===== config.mk =====
export PLATFORM = sky130hd
export DESIGN_NAME = up_down_counter
export DESIGN_NICKNAME = d
export VERILOG_FILES = /design/src/rtl/up_down_counter_pkg.sv /design/src/rtl/up_down_counter.sv
export SDC_FILE = /design/constraint.sdc
export NUM_CORES = 1
export LEC_CHECK = 0
export CORE_AREA = 5 5 42 44
export DETAILED_ROUTE_END_ITERATION = 10
export DIE_AREA = 0 0 47 49
export GPL_TIMING_DRIVEN = 0
export PLACE_DENSITY_LB_ADDON = 0.2
export SYNTH_ARGS = -nofsm -noshare
export SYNTH_HDL_FRONTEND = slang
export SYNTH_SLANG_ARGS = --single-unit

===== constraint.sdc =====
create_clock -name clk -period 1.6 [get_ports clk]
set_input_delay 0.4 -clock clk [delete_from_list [all_inputs] [get_ports clk]]
set_output_delay 0.4 -clock clk [all_outputs]
set_load 0.005 [all_outputs]

===== src/rtl/up_down_counter_pkg.sv =====
// ---------------------------------------------------------------------------
// up_down_counter_pkg
//   Shared constants for the up/down counter leaf block.
//   No ports; imported by up_down_counter.
// ---------------------------------------------------------------------------
package up_down_counter_pkg;

  // Default counter width. Instances may override it.
  localparam int UDC_DEFAULT_WIDTH = 4;

endpackage : up_down_counter_pkg


===== src/rtl/up_down_counter.sv =====
// ---------------------------------------------------------------------------
// up_down_counter
//   Free-running binary up/down counter. It moves by one on every rising edge
//   of clk. The direction is chosen per cycle, and the count wraps silently
//   modulo 2^WIDTH.
//
// Parameters
//   WIDTH      counter width in bits (>= 1)
//   RESET_VAL  value loaded while reset is low
//
// Ports
//   clk      input   1      system clock, rising-edge active
//   reset    input   1      synchronous reset, active low (0 = reset)
//   up_down  input   1      1 = increment, 0 = decrement
//   counter  output  WIDTH  current count, driven straight from the register
// ---------------------------------------------------------------------------
module up_down_counter
  import up_down_counter_pkg::*;
#(
  parameter int               WIDTH     = UDC_DEFAULT_WIDTH,
  parameter logic [WIDTH-1:0] RESET_VAL = '0
) (
  input  logic             clk,
  input  logic             reset,
  input  logic             up_down,
  output logic [WIDTH-1:0] counter
);

  logic [WIDTH-1:0] counter_q;
  logic [WIDTH-1:0] counter_d;

  // Next-state value: there is no hold state. Any carry or borrow falls off
  // the top, and that is what produces the silent wrap-around.
  always_comb begin
    counter_d = counter_q;
    if (up_down) begin
      counter_d = counter_q + WIDTH'(1);
    end else begin
      counter_d = counter_q - WIDTH'(1);
    end
  end

  // Reset is sampled only on the clock edge and takes priority over direction.
  always_ff @(posedge clk) begin
    if (!reset) begin
      counter_q <= RESET_VAL;
    end else begin
      counter_q <= counter_d;
    end
  end

  assign counter = counter_q;

`ifndef SYNTHESIS
  // Before the first reset the count is undefined. This flag holds off the
  // step check until the register has taken a known value.
  bit seen_reset_q = 1'b0;

  always_ff @(posedge clk) begin
    if (!reset) begin
      seen_reset_q <= 1'b1;
    end
  end

  property p_reset_loads;
    @(posedge clk) !reset |=> (counter == RESET_VAL);
  endproperty

  property p_step_by_one;
    @(posedge clk) disable iff (!seen_reset_q)
      reset |=> (counter == ($past(up_down) ? $past(counter) + WIDTH'(1)
                                            : $past(counter) - WIDTH'(1)));
  endproperty

  a_reset_loads:  assert property (p_reset_loads);
  a_step_by_one:  assert property (p_step_by_one);
`endif

endmodule : up_down_counter


Word-level counts from Yosys, hierarchy flattened
Index checks and enable logic that the tools add are counted.
W data, S select, Z words.

operators by class
  multiplexer cells = 1
  $add $sub $neg = 2

operators by type and width
  operator               number
  $add A4 B1 Y4 const B  1
  $mux W4                1
  $sub A4 B1 Y4 const B  1

word-level totals
  bits of input ports = 3
  output and inout port bits = 4
  register bits after elaboration = 4
  word-level logic and storage cells = 4

Depth between registers and ports, before layout
Gate-level depths: netlist of the first run.

  depth in word-level cells = 2
  depth in mapped cells = 5
  mapped depth without buffers = 5

Worst setup path before layout of the first run
OpenSTA, ideal clock, no wires.

  path type = input-to-reg
  start = in up_down
  end = reg counter_q[3], in the netlist counter[3]
  required time = 1482 ps
  data arrival time = 1162 ps
  library setup time = 118 ps
  stages = 5
  path buffers = 0
  slack = 320 ps
  path through = inv_1 -> ha_1 -> a21oi_2 -> nand3_1 -> nor3b_2

between the ends
  word-level cells in the longest chain between the ends = 1

RTL lines
  element                 RTL line               RTL
  start: declaration      up_down_counter.sv:25  input logic up_down,
  $mux W4                 up_down_counter.sv:36  if (up_down) begin
  end signal: assignment  up_down_counter.sv:48  counter_q <= counter_d;
  end: declaration        up_down_counter.sv:29  logic [WIDTH-1:0] counter_q;

Every way passes these cells.
A chain may end at the register's enable or synchronous reset.

Worst setup path after layout of the first run
  start = in up_down
  end = reg counter_q[1], in the netlist counter[1]

between the ends
  word-level cells in the longest chain between the ends = 1

RTL lines
  element           RTL line               RTL
  $mux W4           up_down_counter.sv:36
  via counter_d[1]  up_down_counter.sv:30  logic [WIDTH-1:0] counter_d;

The timed path passes the listed nets, and every way through them passes these cells.

==> results of run 1 <==
[logic make-up after synthesis]
family,after synthesis,share of synthesized area [%]
compound gates,2,6.87
xor+xnor,2,8.75
fa+ha+maj,3,22.5
buf+inv,2,3.75
flops,4,40.0
simple gates,6,18.1
[layout by cell type, fill, tap and decap left out]
cell type / instances
clkdlybuf4s50_1: 6
clkbuf_4: 3
dfxtp_1: 3
inv_1: 2
nor2_1: 2
nand3_1: 2
xnor2_1: 1
a21oi_2: 1
xor2_1: 1
a21oi_1: 1
nor3b_2: 1
and2_1: 1
fa_1: 1
ha_4: 1
ha_1: 1
dfxtp_2: 1
[cell type report]
type | instances | area (um^2)
flip-flops and latches | 4 | 81.3
well taps | 16 | 20.0
fillers | 163 | 1080
repair buffers | 6 | 60.1
multi-input cells | 13 | 125
clock buffers | 3 | 22.5
inverters | 2 | 7.51
[through the flow]
stage          hold slack [ns]  power, uW
6_report                 0.450        389
3_3_place_gp             0.478        253
3_5_place_dp             0.478        254
5_1_grt                  0.500        428
2_1_floorplan            0.458        201
4_1_cts                  0.491        402
[routing by layer]
metal | vias to the layer above | wire, um
li1 | 82 | -
met1 | 69 | 172
met2 | 7 | 147
met3 | 0 | 59
met4 | 0 | 0
met5 | - | 0
[power breakdown]
group	leakage (uW)	switching [uW]	internal [uW]	total, uW
Clock	0.0000138	43.4	84.1	127
Sequential	0.0000336	15.9	120	136
Combinational	0.0000821	44.8	81.1	126
Total	0.000130	104	285	389
[worst reg2reg max path, cell delays in order, from the launching register on]
cell	delay, ns
dfxtp_1	0.36
ha_4	0.22
a21oi_2	0.14
nand3_1	0.07
nor3b_2	0.15
[path summary, 6_finish.rpt]
path / startpoint / cells past startpoint / endpoint / slack [ns]
max reg2reg: counter[2] / 4 / counter[3] / 0.55
min: counter[0] / 1 / counter[0] / 0.45
min reg2reg: counter[0] / 1 / counter[0] / 0.45
max: up_down / 4 / counter[1] / 0.07
[what timing repair did]
item	in CTS	in global routing
resized for setup	1	1
cloned	0	0
endpoints found under the setup margin	1	1
==> flow_metrics.tcl, run 1 <==
set metrics [dict create \
    status "finished clean" \
    powerDensity_mw_per_mm2 1230 \
    drt_iter0_markers 1 \
    first_pass_iters 2 \
    holdBufCountCts 0 \
    area_growth_pct 58.1 \
    core_area_mm2 0.00140 \
    clock-sinks 4 \
    antenna_cells 0 \
    top_usage_layer "met3" \
    start_util_pct 14.3 \
    grt_pass1_wl_um 669 \
    clk_pin_slew_ns 0.04 \
    synthDistinctLibCells 12 \
    wl_per_cell_um 8.64 \
    io_pins 7 \
    cts_tree "done" \
    drc 0 \
    hold_class "reg2reg" \
    setup_slack_ns 0.0720 \
    fin_cells 44 \
    htree_levels 1 \
    clockBufferDepth 2 \
    via_count 158 \
    synth_area_leaders "dfxtp_1 (40%), ha_1 (13%), fa_1 (10%), nor3b_2 (6.3%), nand3_1 (5.0%)" \
    synth_edf_count 0 \
    critical_path_class "in2reg" \
    cp.required_ns 1.73 \
    grt_use_met3_pct 7.01 \
    grt_pass1_vias 167 \
    fin_area_um2 317 \
    place_congestion 0.648 \
    fin_setup_tns_ns 0 \
    cp_top_family "buffers and inverters" \
    grtUsageTotal_pct 4.80 \
    synth_seq_area_share_pct 40.0 \
    synthArstFlopShare_pct 0 \
    skew_ns 0.00403 \
    worstMarginPinSlew_ns 0.189 \
    die_x_um 47 \
    insertion_delay_ns 0.24 \
    start_kind "input pin" \
    cp_slowest_cell "clkdlybuf4s50_1" \
    nets 36 \
    dieArea_mm2 0.00230 \
    yosys_warnings 0 \
    rsz0062_at_grt "no" \
    met1_usage_pct 4.87 \
    hold_viol_final 0 \
    yosys.area.top_type "dfxtp_1" \
    cp_num_buf_inv 2 \
    slew_violations 0 \
    final_util_pct 22.6 \
    drive_gt1_share_pct 25.0 \
    largest_reg_flops 4 \
    io_buffer_count 6 \
    critPathMaxStageDelay_ns 0.49 \
    peakVddDrop_v 0.000423 \
    antenna_left 0 \
    synth_commonest_cells "dfxtp_1 (4), ha_1 (2), inv_1 (2), nand3_1 (2), nor2_1 (2)" \
    period_share_pct 95.5 \
    wl_um 380 \
    placed_area_um2 280 \
    syn_avg_cell_area_um2 10.5 \
    arrival_ns 1.65 \
    use_met2_pct 4.75 \
    clockRootBuffer "clkbuf_4" \
    ys_ff_latch 4 \
    path_max_fanout 3 \
    synthesis.nets 25 \
    dp_slack_ns -0.262 \
    synth.most_common_cell "dfxtp_1" \
    cts_buffers 3 \
    min_period_ns 1.53 \
    cp_cell_sequence "clkdlybuf4s50_1 > inv_1 > fa_1 > and2_1" \
    syn_area_um2 200 \
    dpl.cell_count 41 \
    synth-main-ff-cell "dfxtp_1" \
    grt_max_degree 5 \
    clock.fmax_ghz 0.654 \
    endpoint_kind "flop" \
    vias_per_cell 3.59 \
    drv_cap 0 \
    setup_violations 0 \
    die_y_um 49 \
    postSynthCellCount 19 \
    cts_setup_buffers 0 \
    grt_overflow_total 0 \
    slew_headroom_pct 87.4 \
    p_leak_uw 0.000130 \
    antenna_found_initial 0 \
    rows 14 \
    synth_top_area_share_pct 40.0 \
]
Power figures use the tool's default switching activity.
==> run 2, diff against run 1 <==
Settings changed: PLACE_DENSITY_LB_ADDON 0.2 to 0.12.
==> run 2 against run 1 <==
  * Cell count did not move
  * Via count rose by 1.9%
  * Sequential cell count did not move
  * Worst setup slack got worse by 0.012 ns
==> flow_metrics.tcl, run 2 (same netlist as run 1, synthesis figures left out) <==
set metrics [dict create \
    status "finished clean" \
    peakVddDrop_v 0.000291 \
    start_util_pct 14.3 \
    place_congestion 0.637 \
    slew_violations 0 \
    via_count 161 \
    drc 0 \
    wl_per_cell_um 8.86 \
    cp.required_ns 1.72 \
    hold_class "reg2reg" \
    antenna_left 0 \
    clk_pin_slew_ns 0.04 \
    io_pins 7 \
    cts_tree "done" \
    drive_gt1_share_pct 25.0 \
    setup_violations 0 \
    drv_cap 0 \
    first_pass_iters 1 \
    top_usage_layer "met2" \
    dieArea_mm2 0.00230 \
    antenna_cells 0 \
    grtUsageTotal_pct 4.15 \
    use_met2_pct 6.33 \
    grt_pass1_wl_um 648 \
    rows 14 \
    grt_pass1_vias 182 \
    area_growth_pct 58.1 \
    period_share_pct 96.3 \
    clockRootBuffer "clkbuf_4" \
    hold_viol_final 0 \
    critical_path_class "in2reg" \
    nets 36 \
    vias_per_cell 3.66 \
    cts_buffers 3 \
    cts_setup_buffers 0 \
    clockBufferDepth 2 \
    endpoint_kind "flop" \
    slew_headroom_pct 87.9 \
    holdBufCountCts 0 \
    insertion_delay_ns 0.23 \
    die_y_um 49 \
    clock.fmax_ghz 0.649 \
    min_period_ns 1.54 \
    power_uw 385 \
    grt_use_met3_pct 1.48 \
    skew_ns 0.00123 \
    fin_setup_tns_ns 0 \
    mostFrequentLayoutCell "clkdlybuf4s50_1" \
    die_x_um 47 \
    clock-sinks 4 \
    rsz0062_at_grt "no" \
    htree_levels 1 \
    start_kind "input pin" \
    layout.cells.most_common_list "clkdlybuf4s50_1 (6), clkbuf_4 (3), dfxtp_1 (3)" \
    io_buffer_count 6 \
    met1_usage_pct 3.29 \
    ctsResizeCount 1 \
    largest_reg_flops 4 \
    p_leak_uw 0.000130 \
    grt_overflow_total 0 \
    powerDensity_mw_per_mm2 1220 \
    grt_max_degree 5 \
    core_area_mm2 0.00140 \
    wl_um 390 \
    worstMarginPinSlew_ns 0.181 \
    drt_iter0_markers 0 \
    path_max_fanout 3 \
    antenna_found_initial 0 \
    arrival_ns 1.66 \
]
[run 2: report_power, final]
part	total (uW)	leakage (uW)	switching [uW]	internal, uW
Clock	121	0.0000138	37.4	83.7
Combinational	128	0.0000821	46.2	81.7
Sequential	136	0.0000336	16.0	120
Total	385	0.000130	99.6	285
[run 2: layout make-up]
cell class                      count  area (um^2)
Timing Repair Buffer                6         60.1
Sequential cell                     4         81.3
Inverter                            2         7.51
Tap cell                           16         20.0
Fill cell                         171         1080
Multi-Input combinational cell     13          125
Clock buffer                        3         22.5
[run 2: path summary, 6_finish.rpt]
check,start,end,slack (ns),depth (start not counted)
setup reg to reg,counter[2],counter[3],0.53,4
hold reg to reg,counter[0],counter[0],0.45,1
hold / removal,counter[0],counter[0],0.45,1
setup / recovery,up_down,counter[1],0.06,4
[run 2: critical path, stage by stage]
cell and delay (ns):
clkdlybuf4s50_1 0.49, inv_1 0.11, fa_1 0.49, and2_1 0.16
[run 2: through the flow]
stage	hold slack (ns)	std cells	worst slack (ns)	utilization (%)	cell area (um^2)
6_report	0.447	44	0.0596	22.6	317
5_1_grt	0.479	44	0.0134	22.6	317
4_1_cts	0.485	44	0.0351	22.5	315
3_5_place_dp	0.477	41	-0.259	20.0	280
3_3_place_gp	0.473	41	-0.304	20.0	280
2_1_floorplan	0.458	19	0.320	-	200
[run 2: routing by layer]
layer	part of all wire, %	wire length (um)	vias to the layer above
met1	39	154	76
met3	7.7	30	0
met2	53	205	4
met5	0	0	-
li1	-	-	81
met4	0	0	0
